===== src/rtl/spi_ss_sequencer.sv =====
// Round-robin SPI slave-select sequencer: grants one client at a time, frames its burst
// with a chip-select, feeds words to an SPI master and holds ss_n high for a guard period.
module spi_ss_sequencer #(
  parameter int unsigned NUM_REQ = 4,
  parameter int unsigned NUM_SS  = 5,
  parameter int unsigned CMD_W   = 16,
  parameter int unsigned LEN_W   = 4,
  parameter int unsigned GUARD   = 2,
  localparam int unsigned SSW    = (NUM_SS > 1) ? $clog2(NUM_SS) : 1,
  localparam int unsigned IDXW   = (NUM_REQ > 1) ? $clog2(NUM_REQ) : 1,
  localparam int unsigned GW     = (GUARD > 1) ? $clog2(GUARD) : 1
) (
  input  logic                     clk_i,
  input  logic                     rst_i,
  input  logic [NUM_REQ-1:0]       req_i,
  input  logic [NUM_REQ*SSW-1:0]   req_ss_i,
  input  logic [NUM_REQ*LEN_W-1:0] req_len_i,
  input  logic [NUM_REQ*CMD_W-1:0] req_cmd_i,
  output logic [NUM_REQ-1:0]       gnt_o,
  output logic [NUM_REQ-1:0]       word_ack_o,
  output logic [CMD_W-1:0]         rd_data_o,
  output logic                     rd_valid_o,
  output logic [NUM_REQ-1:0]       done_o,
  output logic                     err_o,
  output logic                     spi_wrt_o,
  output logic [CMD_W-1:0]         spi_cmd_o,
  input  logic                     spi_done_i,
  input  logic [CMD_W-1:0]         spi_rdata_i,
  output logic [NUM_SS-1:0]        ss_n_o
);

  typedef enum logic [2:0] {StIdle, StAssert, StSend, StWait, StRelease} state_e;

  state_e               state_q, state_d;
  logic [NUM_REQ-1:0]   gnt_q, gnt_d;
  logic [IDXW-1:0]      owner_q, owner_d;
  logic [IDXW-1:0]      ptr_q, ptr_d;
  logic [LEN_W-1:0]     cnt_q, cnt_d;
  logic [GW-1:0]        gcnt_q, gcnt_d;
  logic [NUM_SS-1:0]    ss_n_q, ss_n_d;
  logic [CMD_W-1:0]     spi_cmd_q, spi_cmd_d;
  logic [CMD_W-1:0]     rd_data_q, rd_data_d;
  logic                 spi_wrt_q, spi_wrt_d;
  logic                 rd_valid_q, rd_valid_d;
  logic                 err_q, err_d;
  logic [NUM_REQ-1:0]   word_ack_q, word_ack_d;
  logic [NUM_REQ-1:0]   done_q, done_d;

  logic [IDXW-1:0]      win;
  logic [SSW-1:0]       win_ss;
  logic [LEN_W-1:0]     win_len;
  logic [CMD_W-1:0]     cur_cmd;
  logic                 win_ss_bad;

  // Search starts at ptr_q and wraps, so the last granted client has lowest priority.
  always_comb begin
    int unsigned cand;
    logic        found;
    win   = ptr_q;
    found = 1'b0;
    cand  = 0;
    for (int unsigned i = 0; i < NUM_REQ; i++) begin
      cand = ptr_q + i;
      if (cand >= NUM_REQ) begin
        cand = cand - NUM_REQ;
      end
      if (!found && req_i[IDXW'(cand)]) begin
        win   = IDXW'(cand);
        found = 1'b1;
      end
    end
  end

  assign win_ss     = req_ss_i[win*SSW +: SSW];
  assign win_len    = req_len_i[win*LEN_W +: LEN_W];
  assign cur_cmd    = req_cmd_i[owner_q*CMD_W +: CMD_W];
  assign win_ss_bad = 32'(win_ss) >= NUM_SS;

  always_comb begin
    state_d    = state_q;
    gnt_d      = gnt_q;
    owner_d    = owner_q;
    ptr_d      = ptr_q;
    cnt_d      = cnt_q;
    gcnt_d     = gcnt_q;
    ss_n_d     = ss_n_q;
    spi_cmd_d  = spi_cmd_q;
    rd_data_d  = rd_data_q;
    spi_wrt_d  = 1'b0;
    rd_valid_d = 1'b0;
    err_d      = 1'b0;
    word_ack_d = '0;
    done_d     = '0;

    unique case (state_q)
      StIdle: begin
        if (|req_i) begin
          gnt_d   = NUM_REQ'(1) << win;
          owner_d = win;
          cnt_d   = win_len;
          ptr_d   = (win == IDXW'(NUM_REQ - 1)) ? '0 : win + 1'b1;
          if (win_ss_bad) begin
            state_d = StRelease;
            gcnt_d  = '0;
            err_d   = 1'b1;
            done_d  = NUM_REQ'(1) << win;
          end else begin
            state_d = StAssert;
            ss_n_d  = '1;
            for (int unsigned j = 0; j < NUM_SS; j++) begin
              if (SSW'(j) == win_ss) begin
                ss_n_d[j] = 1'b0;
              end
            end
          end
        end
      end
      StAssert: begin
        state_d    = StSend;
        spi_wrt_d  = 1'b1;
        spi_cmd_d  = cur_cmd;
        word_ack_d = gnt_q;
      end
      StSend: begin
        state_d = StWait;
      end
      StWait: begin
        if (spi_done_i) begin
          rd_data_d  = spi_rdata_i;
          rd_valid_d = 1'b1;
          // cnt_q holds words remaining minus one, so zero means this was the last word.
          if (cnt_q == '0) begin
            state_d = StRelease;
            ss_n_d  = '1;
            gcnt_d  = '0;
            done_d  = gnt_q;
          end else begin
            cnt_d      = cnt_q - 1'b1;
            state_d    = StSend;
            spi_wrt_d  = 1'b1;
            spi_cmd_d  = cur_cmd;
            word_ack_d = gnt_q;
          end
        end
      end
      StRelease: begin
        if (gcnt_q == GW'(GUARD - 1)) begin
          state_d = StIdle;
          gnt_d   = '0;
        end else begin
          gcnt_d = gcnt_q + 1'b1;
        end
      end
      default: begin
        state_d = StIdle;
      end
    endcase
  end

  always_ff @(posedge clk_i) begin
    if (rst_i) begin
      state_q    <= StIdle;
      gnt_q      <= '0;
      owner_q    <= '0;
      ptr_q      <= '0;
      cnt_q      <= '0;
      gcnt_q     <= '0;
      ss_n_q     <= '1;
      spi_cmd_q  <= '0;
      rd_data_q  <= '0;
      spi_wrt_q  <= 1'b0;
      rd_valid_q <= 1'b0;
      err_q      <= 1'b0;
      word_ack_q <= '0;
      done_q     <= '0;
    end else begin
      state_q    <= state_d;
      gnt_q      <= gnt_d;
      owner_q    <= owner_d;
      ptr_q      <= ptr_d;
      cnt_q      <= cnt_d;
      gcnt_q     <= gcnt_d;
      ss_n_q     <= ss_n_d;
      spi_cmd_q  <= spi_cmd_d;
      rd_data_q  <= rd_data_d;
      spi_wrt_q  <= spi_wrt_d;
      rd_valid_q <= rd_valid_d;
      err_q      <= err_d;
      word_ack_q <= word_ack_d;
      done_q     <= done_d;
    end
  end

  assign gnt_o      = gnt_q;
  assign word_ack_o = word_ack_q;
  assign rd_data_o  = rd_data_q;
  assign rd_valid_o = rd_valid_q;
  assign done_o     = done_q;
  assign err_o      = err_q;
  assign spi_wrt_o  = spi_wrt_q;
  assign spi_cmd_o  = spi_cmd_q;
  assign ss_n_o     = ss_n_q;

endmodule


===== config.mk =====
export PLATFORM = sky130hd
export DESIGN_NAME = spi_ss_sequencer
export DESIGN_NICKNAME = d
export VERILOG_FILES = /design/src/rtl/spi_ss_sequencer.sv
export SDC_FILE = /design/constraint.sdc
export NUM_CORES = 1
export LEC_CHECK = 0
export ABC_CLOCK_PERIOD_IN_PS = 3100
export CAP_MARGIN = 10
export CORE_MARGIN = 4
export CORE_UTILIZATION = 35
export DETAILED_ROUTE_END_ITERATION = 12
export PLACE_DENSITY = 0.71
export SKIP_LAST_GASP = 1
export SLEW_MARGIN = 10
export SYNTH_ARGS = -nofsm -noshare
export SYNTH_HDL_FRONTEND = slang
export SYNTH_SLANG_ARGS = --single-unit

===== constraint.sdc =====
create_clock -name clk_i -period 3.1 [get_ports clk_i]
set_input_delay 0.62 -clock clk_i [delete_from_list [all_inputs] [get_ports clk_i]]
set_output_delay 0.62 -clock clk_i [all_outputs]
set_load 0.01 [all_outputs]

# Yosys cells after proc, flatten, opt, wreduce, memory -nomap -nowiden

Cells that the tools add are included.
W data, S select, Z words.

Output and inout bits: 52
Bits of input ports: 115
Bits in registers: 64
Word-level logic and storage cells: 146

$mul: 1
Equal/unequal tests: 16
Mux-type cells: 65
Reductions and logical operators: 24
Bitwise operators: 3
Add/sub/neg operators: 10
Magnitude comparators: 9
Shift operators: 4

Operator list:

| operator              | count |
|---|---|
| $shiftx A64 B7 Y16    | 1 |
| $mux W4               | 11 |
| $mux W16              | 2 |
| $pmux W16 S2          | 1 |
| $pmux W4 S2           | 4 |
| $mux W1               | 21 |
| $mux W5               | 4 |
| $mux W2               | 9 |
| $shiftx A16 B5 Y4     | 1 |
| $mux W3               | 5 |
| $pmux W3 S5           | 1 |
| $ne A2 B2 Y1 const B  | 7 |
| $ge A3 B3 Y1 const B  | 4 |
| $lt A2 B3 Y1 const B  | 4 |
| $shiftx A12 B5 Y3     | 1 |
| $pmux W5 S2           | 1 |
| $reduce_and A5 Y1     | 2 |
| $reduce_and A3 Y1     | 3 |
| $bmux W1 S2           | 4 |
| $sub A2 B1 Y2 const B | 4 |
| $add A2 B2 Y3 const B | 2 |
| $eq A2 B3 Y1 const A  | 2 |
| $eq A3 B2 Y1 const B  | 2 |
| $logic_not A3 Y1      | 2 |
| other kinds (25)      | 34 |

# Depth between registers and ports, before layout

Gate-level depths: netlist of run 1.

Depth in word-level cells: 21
Depth in mapped cells: 11
Depth with buffers taken out: 9

# Worst setup path before layout of run 1

Ideal clock, no wire load.

Path type: input-to-reg
Start: in req_i[3]
End: reg cnt_q[0]
Setup slack: 0.691 ns
Data required time: 2.972 ns
Data arrival time: 2.282 ns
Stages on the path: 9
Buffers on the path: 2
Setup time: 0.128 ns
Cells stage by stage: buf_2 > nor2b_1 > a21oi_1 > o221a_2 > buf_4 > inv_2 > mux4_2 > a221oi_1 > nor2_1

Word-level cells in the longest chain between the ends: 15
Elaborated cells between the ends (all ways): 27
Those cells by class: eq/ne (1); shift (1); mux (17); reduce/logical (8)

Ends and longest elaborated chain:

| element                       | RTL line | source |
|---|---|---|
| start: declaration            | 15       | `input logic [NUM_REQ-1:0] req_i,` |
| $bmux W1 S2                   | 67       | `if (!found && req_i[IDXW'(cand)]) begin` |
| $mux W1 (not written as such) | 67       |  |
| $mux W1                       | 67       |  |
| $logic_not A1 Y1              | 67       |  |
| $logic_and A1 B1 Y1           | 67       |  |
| $mux W1                       | 67       |  |
| $logic_not A1 Y1              | 67       |  |
| $logic_and A1 B1 Y1           | 67       |  |
| $mux W1                       | 67       |  |
| $logic_not A1 Y1              | 67       |  |
| $logic_and A1 B1 Y1           | 67       |  |
| $mux W2 (*)                   | 67       |  |
| net win[0]                    | 49       | `logic [IDXW-1:0] win;` |
| $shiftx A16 B5 Y4 (*)         | 75       | `assign win_len = req_len_i[win*LEN_W +: LEN_W];` |
| $mux W4 (*)                   | 97       | `if (\|req_i) begin` |
| $pmux W4 S2 (*)               | 95       | `unique case (state_q)` |
| end signal: assignment        | 181      | `cnt_q <= cnt_d;` |
| end: declaration              | 38       | `logic [LEN_W-1:0] cnt_q, cnt_d;` |

Mark *: on every way through the listed nets, which the timed path passes. The rest lies on a longest branch. The select of a mux whose other input is x is not followed.
A chain may end at the register's enable or synchronous reset.

# Worst setup path in the final report of run 1

Start: in req_i[3]
End: reg done_q[2] (netlist: done_o[2])

Word-level cells in the longest chain between the ends: 18
Elaborated cells between the ends (all ways): 29
Those cells by class: mul (1); order compare (1); shift (2); mux (18); reduce/logical (7)

Ends and longest elaborated chain:

| element                       | RTL line | source |
|---|---|---|
| $bmux W1 S2                   | 67       |  |
| $mux W1 (not written as such) | 67       |  |
| $mux W1                       | 67       |  |
| $logic_not A1 Y1              | 67       |  |
| $logic_and A1 B1 Y1           | 67       |  |
| $mux W1                       | 67       |  |
| $logic_not A1 Y1              | 67       |  |
| $logic_and A1 B1 Y1           | 67       |  |
| (+3 left out)                 | --       |  |
| $mux W2 (*)                   | 67       |  |
| net win[1]                    | 49       |  |
| $mul A2 B2 Y4                 | 74       | `assign win_ss = req_ss_i[win*SSW +: SSW];` |
| $shiftx A12 B5 Y3             | 74       |  |
| $ge A3 B3 Y1                  | 77       | `assign win_ss_bad = 32'(win_ss) >= NUM_SS;` |
| $mux W4 (*)                   | 102      | `if (win_ss_bad) begin` |
| $mux W4 (*)                   | 97       |  |
| $pmux W4 S2 (*)               | 95       |  |
| end signal: assignment        | 190      | `done_q <= done_d;` |
| end: declaration              | 47       | `logic [NUM_REQ-1:0] done_q, done_d;` |

Marks and branches as above.

==> flow_summary.ini, run 1 <==
[critical_path]
cp.arrival_ps = 2970
worstReg2RegStart = ptr_q[1]$_SDFFE_PP0P_
crit_chain = clkdlybuf4s50_1, nor2b_4, a2111o_1, nand2_2, ha_1, nand2_1, or3_1, a21oi_1
slowest_stage = clkdlybuf4s50_1
crit_type = in2reg
crit_buf_inv = 1
slowest_delay_ps = 670
end_kind = flip-flop
worst_setup_path_startpoint = req_i[3]
start_kind = primary input
cp.required_ps = 3360
crit_family = simple AND/OR/NAND/NOR gates
critical_path.max_fanout = 11

[routing]
wl_per_cell_um = 14.5
drc_errors = 0
via_per_inst = 4.92
first_pass_iters = 4
wl_um = 9800
drtAntennaViolNets = 0
drt_iter0_drc = 122
vias = 3329

[clock_network]
root_buffer = clkbuf_8
cts-buffers-inserted = 9
postCtsHoldBufs = 0
cts_resized = 0
cts.sinks = 64
cts.clk_slew.worst_paths_ps = 70
cts_tree = built
htreeDepth = 3
clkLatencyLatePin_ps = 330
cts_setup_buffers = 0
cts_max_path_buffers = 2

[logic_synthesis]
seq_area_frac_synth_pct = 38.5
synth_fp_nets = 503
synth_top_family_by_area = simple AND/OR/NAND/NOR gates
synth.distinct_cells = 51
synthSimpleGateAreaFrac_pct = 23.2
ys_warn_count = 0
yosys-top-cells-count = 86 x nand2_1, 64 x dfxtp_1, 49 x a21oi_1
synth_xor_area_share_pct = 0
synth-edff-count = 0
synth_compound_area_share_pct = 15.1
ys_ff_latch = 64
yosys_most_used_dff = dfxtp_1
synth.cell_area_um2 = 3330
synth.most_common_cell = nand2_1
synthTopCellsByArea = dfxtp_1 38%, mux4_2 12%, nand2_1 9.7%
yosys.area.top_type = dfxtp_1
synthAdderAreaFrac_pct = 1.88
synthArstFlopShare_pct = 0
synthMuxAreaShare_pct = 16.6
synth_top_area_share_pct = 38.5
syn_area_per_cell_um2 = 8.69
netlist_instances = 383

[floorplanning]
rows = 35
fp.dieW_um = 106
initial_utilization_pct = 36.0
coreArea_um2 = 9240
die-area_um2 = 11100
die_h_um = 106
ioPinCount = 167

[final_layout]
diodes = 0
finalInstanceArea_um2 = 5300
drive_above_1_share_pct = 10.8
area_delta_synth_final_pct = 59.2
nets = 662

[power]
intPower_uw = 2320
seqPwrFrac_pct = 31.5
power_switching_uw = 1430
clkPwrFrac_pct = 19.4
power_leakage_uw = 0.00192
combPwrFrac_pct = 49.1
ir_drop_mv = 0.280
power_density_nw_per_um2 = 707
swShare_pct = 38.1

[status]
status = completed

[place]
dp_hpwl_um = 7630
globalplace.congestion = 0.852
dpl_cell_area_um2 = 5090
port-buffer-count = 166

[sta]
setup_tns_ps = 0
slew_headroom_pct = 51.8
skew_ps = 8.68
rsz0062_at_grt = false
period_share_pct = 87.7
drv_slew = 0
hold_violations = 0
fmax_mhz = 368
final-setup-viol-count = 0
fin_crit_ps = 2720
tightest_slew_ps = 723

[global_route]
grt_first_pass_wirelength_um = 15500
antenna_found_initial = 0
grt_pass1_vias = 3229
track_usage_pct = 17.2
grt_max_degree = 38
grt-ovfl-total = 0

[worst_hold_path]
hold_start = rd_data_o[5]$_SDFFE_PP0P_
hold_path.class = reg2reg

[job]
cap_violations = 0
[sequential cells by signal, summed over array words and instances, names as in the netlist]
name,flops
rd_valid_o,1
owner_q,2
gnt_o,4
done_o,4
spi_wrt_o,1
ptr_q,2
ss_n_o,5
spi_cmd_o,16
rd_data_o,16
gcnt_q,1
word_ack_o,4
err_o,1
state_q,3
cnt_q,4
[cell families (layout without fill, tap and decap cells)]
group                    count (synthesis)  count (layout)
flip-flops                              64              64
buffers and inverters                   35             199
adder cells (fa/ha/maj)                  5               5
AND/OR/NAND/NOR                        161             161
AO/OA/AOI/OAI                           84              84
multiplexers                            34              34
[tightest hold or removal path: cells and delay by family (launching register included)]
family,cells,cell delay [ps]
DFF,1,310
and+or+nand+nor,1,50
AOI/OAI and AO/OA,1,50
[cell usage in the layout (no fill, tap or decap), drive strengths merged, types with 5 or more instances in the layout]
master,instances
buf,11
inv,7
mux2i,17
clkdlybuf4s50,165
ha,5
o21ai,17
clkbuf,10
dfxtp,64
nor2,20
nand3,17
nand2,88
mux4,17
and3,8
a21oi,49
[worst paths after layout]
check / slack (ps) / end / cells past startpoint
max reg2reg: 850 / done_o[2]$_SDFF_PP0_ / 7
min reg2reg: 450 / rd_data_o[5]$_SDFFE_PP0P_ / 2
max: 380 / done_o[2]$_SDFF_PP0_ / 8
min: 450 / rd_data_o[5]$_SDFFE_PP0P_ / 2
[power groups by stage]
stage,Combinational (uW),Sequential (uW),Clock [uW]
after global placement,1810,1190,0
after floorplan,1240,1170,0
after global routing,2010,1210,785
after CTS,1850,1180,754
after detailed placement,1840,1200,0
final,1840,1180,729
[layout make-up]
cell class / count / area (um^2)
fillers: 830 / 3940
clock inverters: 6 / 68.8
flip-flops and latches: 64 / 1280
multi-input cells: 284 / 1890
clock buffers: 10 / 138
inverters: 7 / 26.3
repair buffers: 176 / 1730
well taps: 129 / 161
[per-stage QoR]
stage | power (uW) | std cells | worst slack (ps) | hold slack (ps) | utilization [%]
2_1_floorplan | 2410 | 383 | 691 | 455 | -
3_5_place_dp | 3040 | 660 | 47.8 | 446 | 55.1
6_report | 3750 | 676 | 382 | 455 | 57.4
5_1_grt | 4010 | 676 | 269 | 476 | 57.4
4_1_cts | 3780 | 676 | 396 | 456 | 57.4
3_3_place_gp | 3000 | 660 | 135 | 442 | 55.1
[layer usage]
metal	share of wire (%)	vias to the layer above	global-route usage (%)
met1	39	1512	19.6
met3	8.6	12	4.65
met2	51	134	30.9
li1	-	1671	-
met5	0	-	0
met4	1.5	0	5.83
(Power assumes the default switching activity.)
==> run 2: changes to the inputs <==
- CORE_MARGIN: 4 -> 5
==> flow_summary.ini, run 2 (synthesis gave the netlist of run 1 again) <==
[floorplanning]
coreArea_um2 = 9240
fp.dieW_um = 108
die_h_um = 108
die-area_um2 = 11600
ioPinCount = 167
rows = 35
initial_utilization_pct = 36.0

[worst_hold_path]
hold_path.class = reg2reg
hold_start = rd_data_o[11]$_SDFFE_PP0P_

[routing]
drc_errors = 0
drtAntennaViolNets = 0
wl_per_cell_um = 14.8
first_pass_iters = 4
via_per_inst = 4.96
wl_um = 10000
vias = 3355
drt_iter0_drc = 99

[final_layout]
final_cell_mix = 165 x clkdlybuf4s50_1, 86 x nand2_1, 64 x dfxtp_1, 48 x a21oi_1, 20 x nor2_1
diodes = 0
finalNonFillerCells = 676
post-route-util_pct = 57.1
nets = 663
area_delta_synth_final_pct = 58.4
drive_above_1_share_pct = 10.8
layout_commonest_cell = clkdlybuf4s50_1
finalInstanceArea_um2 = 5270

[critical_path]
slowest_delay_ps = 670
crit_buf_inv = 1
worst_setup_path_startpoint = req_i[3]
worstReg2RegStart = ptr_q[1]$_SDFFE_PP0P_
cp.required_ps = 3350
crit_chain = clkdlybuf4s50_1, nor3_2, a2111o_1, nand3_1, nand3_2, a22oi_2, o311a_1, mux2i_1
cp.arrival_ps = 2980
start_kind = primary input
slowest_stage = clkdlybuf4s50_1
critical_path.max_fanout = 8
crit_family = compound AO/OA/AOI/OAI gates
crit_type = in2reg
end_kind = flip-flop

[place]
dp_hpwl_um = 7830
globalplace.congestion = 0.839
dpl.cell_count = 661
dpl_cell_area_um2 = 5100
port-buffer-count = 166

[clock_network]
cts_max_path_buffers = 2
root_buffer = clkbuf_8
clkLatencyLatePin_ps = 330
htreeDepth = 3
cts.clk_slew.worst_paths_ps = 60
cts.sinks = 64
postCtsHoldBufs = 0
cts_tree = built
cts-buffers-inserted = 9
cts_resized = 0
cts_setup_buffers = 0

[power]
p_total_uw = 3660
power_density_nw_per_um2 = 694
ir_drop_mv = 0.271
power_leakage_uw = 0.00192

[sta]
setup_tns_ps = 0
drv_slew = 0
slew_headroom_pct = 48.8
tightest_slew_ps = 767
fmax_mhz = 367
hold_violations = 0
skew_ps = 10.2
rsz0062_at_grt = false
period_share_pct = 87.9
final-setup-viol-count = 0
fin_crit_ps = 2720

[job]
cap_violations = 0

[global_route]
track_usage_pct = 17.3
grt_max_degree = 57
grt-ovfl-total = 0
grt_first_pass_wirelength_um = 16000
antenna_found_initial = 0
grt_pass1_vias = 3397

[status]
status = completed
[run 2: changes by cell type in the layout (fill, tap and decap cells not counted)]
cell | previous run | this run
clkinvlp_4 | 1 | 0
bufinv_16 | 1 | 0
clkbuf_8 | 10 | 11
clkinv_4 | 3 | 0
clkinv_2 | 1 | 4
buf_4 | 10 | 11
[run 2: worst paths after layout]
path | endpoint | slack, ps | cells after the start
max | ss_n_o[1]$_SDFFE_PP1P_ | 380 | 8
min reg2reg | rd_data_o[11]$_SDFFE_PP0P_ | 450 | 2
min | rd_data_o[11]$_SDFFE_PP0P_ | 450 | 2
max reg2reg | ss_n_o[1]$_SDFFE_PP1P_ | 860 | 7
[run 2: cell type report]
cell class,instances,area (um^2)
flip-flops and latches,64,1280
clock inverters,4,20.0
multi-input cells,284,1890
repair buffers,177,1740
fillers,882,3970
well taps,129,161
inverters,7,26.3
clock buffers,11,151
[run 2: layer usage]
| metal | up-vias | wire (um) | global-route usage (%) |
|---|---|---|---|
| met5 | - | 0 | 0 |
| li1 | 1670 | - | - |
| met4 | 0 | 139 | 5.05 |
| met2 | 101 | 5180 | 31.3 |
| met1 | 1572 | 4010 | 19.7 |
| met3 | 12 | 709 | 4.80 |
[run 2: tightest hold or removal path, stage by stage, from the launching register on]
cell	delay (ps)
dfxtp_1	310
nand2_1	50
a21oi_1	50
[run 2: stage by stage]
stage | setup slack, ps | hold WS [ps]
final | 376 | 452
after global placement | 156 | 441
after global routing | 238 | 471
after CTS | 399 | 457
after detailed placement | 45.3 | 448
after floorplan | 691 | 455
[run 2: report_power, final]
group	total [uW]	internal [uW]	switching, uW
registers	1190	1010	178
clock network	623	324	299
logic	1850	922	928
==> run 3: changes to the inputs <==
- RECOVER_POWER: unset -> 100
==> flow_summary.ini, run 3 (synthesis gave the netlist of run 1 again) <==
[sta]
finalHoldWorstSlack_ps = 449
fin_crit_ps = 2850
final-setup-viol-count = 0
slew_headroom_pct = 41.6
setup_tns_ps = 0
tightest_slew_ps = 877
fmax_mhz = 351
skew_ps = 6.56
hold_violations = 0
rsz0062_at_grt = false
period_share_pct = 91.9
drv_slew = 0

[critical_path]
crit_chain = dlygate4sd3_1, nor3_2, a2111oi_4, o21ai_0, nand3_1, a22oi_1, buf_4, or4_1, a21oi_1
crit_type = in2reg
slowest_delay_ps = 740
end_kind = flip-flop
cp.arrival_ps = 3100
crit_buf_inv = 2
slowest_stage = dlygate4sd3_1
cp.required_ps = 3350
critical_path.max_fanout = 10
crit_family = compound AO/OA/AOI/OAI gates
start_kind = primary input

[final_layout]
n_fill_cell = 887
area_delta_synth_final_pct = 57.6
nets = 663
drive_above_1_share_pct = 9.51
layout_commonest_cell = clkdlybuf4s50_1
diodes = 0
final_cell_mix = 111 x clkdlybuf4s50_1, 87 x nand2_1, 64 x dfxtp_1, 54 x dlygate4sd3_1, 49 x a21oi_1

[status]
status = completed

[routing]
via_per_inst = 5.00
vias = 3379
drc_errors = 0
drtAntennaViolNets = 0
wl_per_cell_um = 14.9
drt_iter0_drc = 94
first_pass_iters = 4
wl_um = 10100

[floorplanning]
initial_utilization_pct = 36.0
die-area_um2 = 11600
fp.dieW_um = 108
coreArea_um2 = 9240
ioPinCount = 167
die_h_um = 108
rows = 35

[worst_hold_path]
hold_path.class = reg2reg

[global_route]
busiest_layer = met2
grt_util_met1_pct = 19.7
gr-usage-met3_pct = 4.80
grt-ovfl-total = 0
track_usage_pct = 17.3
grt_pass1_vias = 3397
antenna_found_initial = 0
grt_first_pass_wirelength_um = 16000
grt_max_degree = 57
grt_use_met2_pct = 31.3

[clock_network]
root_buffer = clkbuf_8
clkLatencyLatePin_ps = 330
cts.sinks = 64
cts_resized = 0
cts_tree = built
postCtsHoldBufs = 0
cts.clk_slew.worst_paths_ps = 60
cts_setup_buffers = 0
cts_max_path_buffers = 2
htreeDepth = 3
cts-buffers-inserted = 9

[place]
globalplace.congestion = 0.839
port-buffer-count = 166
dp_hpwl_um = 7830

[power]
ir_drop_mv = 0.268
power_leakage_uw = 0.00205
power_density_nw_per_um2 = 684

[job]
cap_violations = 0
run 3: changes by cell type in the layout (fill, tap and decap cells not counted), moves of 3 or more:
cell and delta:
clkdlybuf4s50_1 -54, dlygate4sd3_1 +54, buf_4 -3, clkbuf_1 +3
run 3: layout make-up:
cell class	instances	area [um^2]	area share [%]
Clock inverter	4	20.0	0.382
Multi-Input combinational cell	284	1880	35.8
Clock buffer	11	151	2.89
Inverter	7	26.3	0.501
Timing Repair Buffer	177	1730	32.9
Sequential cell	64	1280	24.4
Tap cell	129	161	3.08
run 3: per-layer routing:
layer / vias to the layer above / part of all wire [%] / routed length, um
li1: 1673 / - / -
met5: - / 0 / 0
met2: 116 / 52 / 5190
met3: 12 / 7.7 / 775
met4: 0 / 1.3 / 127
met1: 1578 / 40 / 3990
run 3: power by group:
part / total [uW] / switching (uW) / internal (uW)
logic: 1790 / 920 / 867
clock network: 619 / 296 / 324
registers: 1180 / 173 / 1010
total: 3590 / 1390 / 2200
run 3: worst min-delay path: cells and delay by family (launching register included):
family	cells	cell delay, ps
AOI/OAI and AO/OA	1	50
and+or+nand+nor	1	50
DFF	1	300
run 3: final timing paths:
path / from / slack (ps) / endpoint / depth (start not counted)
max reg2reg: cnt_q[0]$_SDFFE_PP0P_ / 650 / spi_cmd_o[8]$_SDFFE_PP0P_ / 9
max: req_i[3] / 250 / state_q[2]$_SDFFE_PP0P_ / 9
min: rd_data_o[11]$_SDFFE_PP0P_ / 450 / rd_data_o[11]$_SDFFE_PP0P_ / 2
min reg2reg: rd_data_o[11]$_SDFFE_PP0P_ / 450 / rd_data_o[11]$_SDFFE_PP0P_ / 2
run 3: through the flow:
step / instances / area, um^2 / total power [uW] / util (%) / setup WS (ps)
5_1_grt: 676 / 5250 / 3870 / 56.8 / 142
2_1_floorplan: 383 / 3330 / 2410 / - / 691
3_5_place_dp: 661 / 5100 / 3060 / 55.2 / 45.3
6_report: 676 / 5250 / 3590 / 56.8 / 251
4_1_cts: 676 / 5270 / 3690 / 57.1 / 399
3_3_place_gp: 661 / 5100 / 3010 / 55.2 / 156
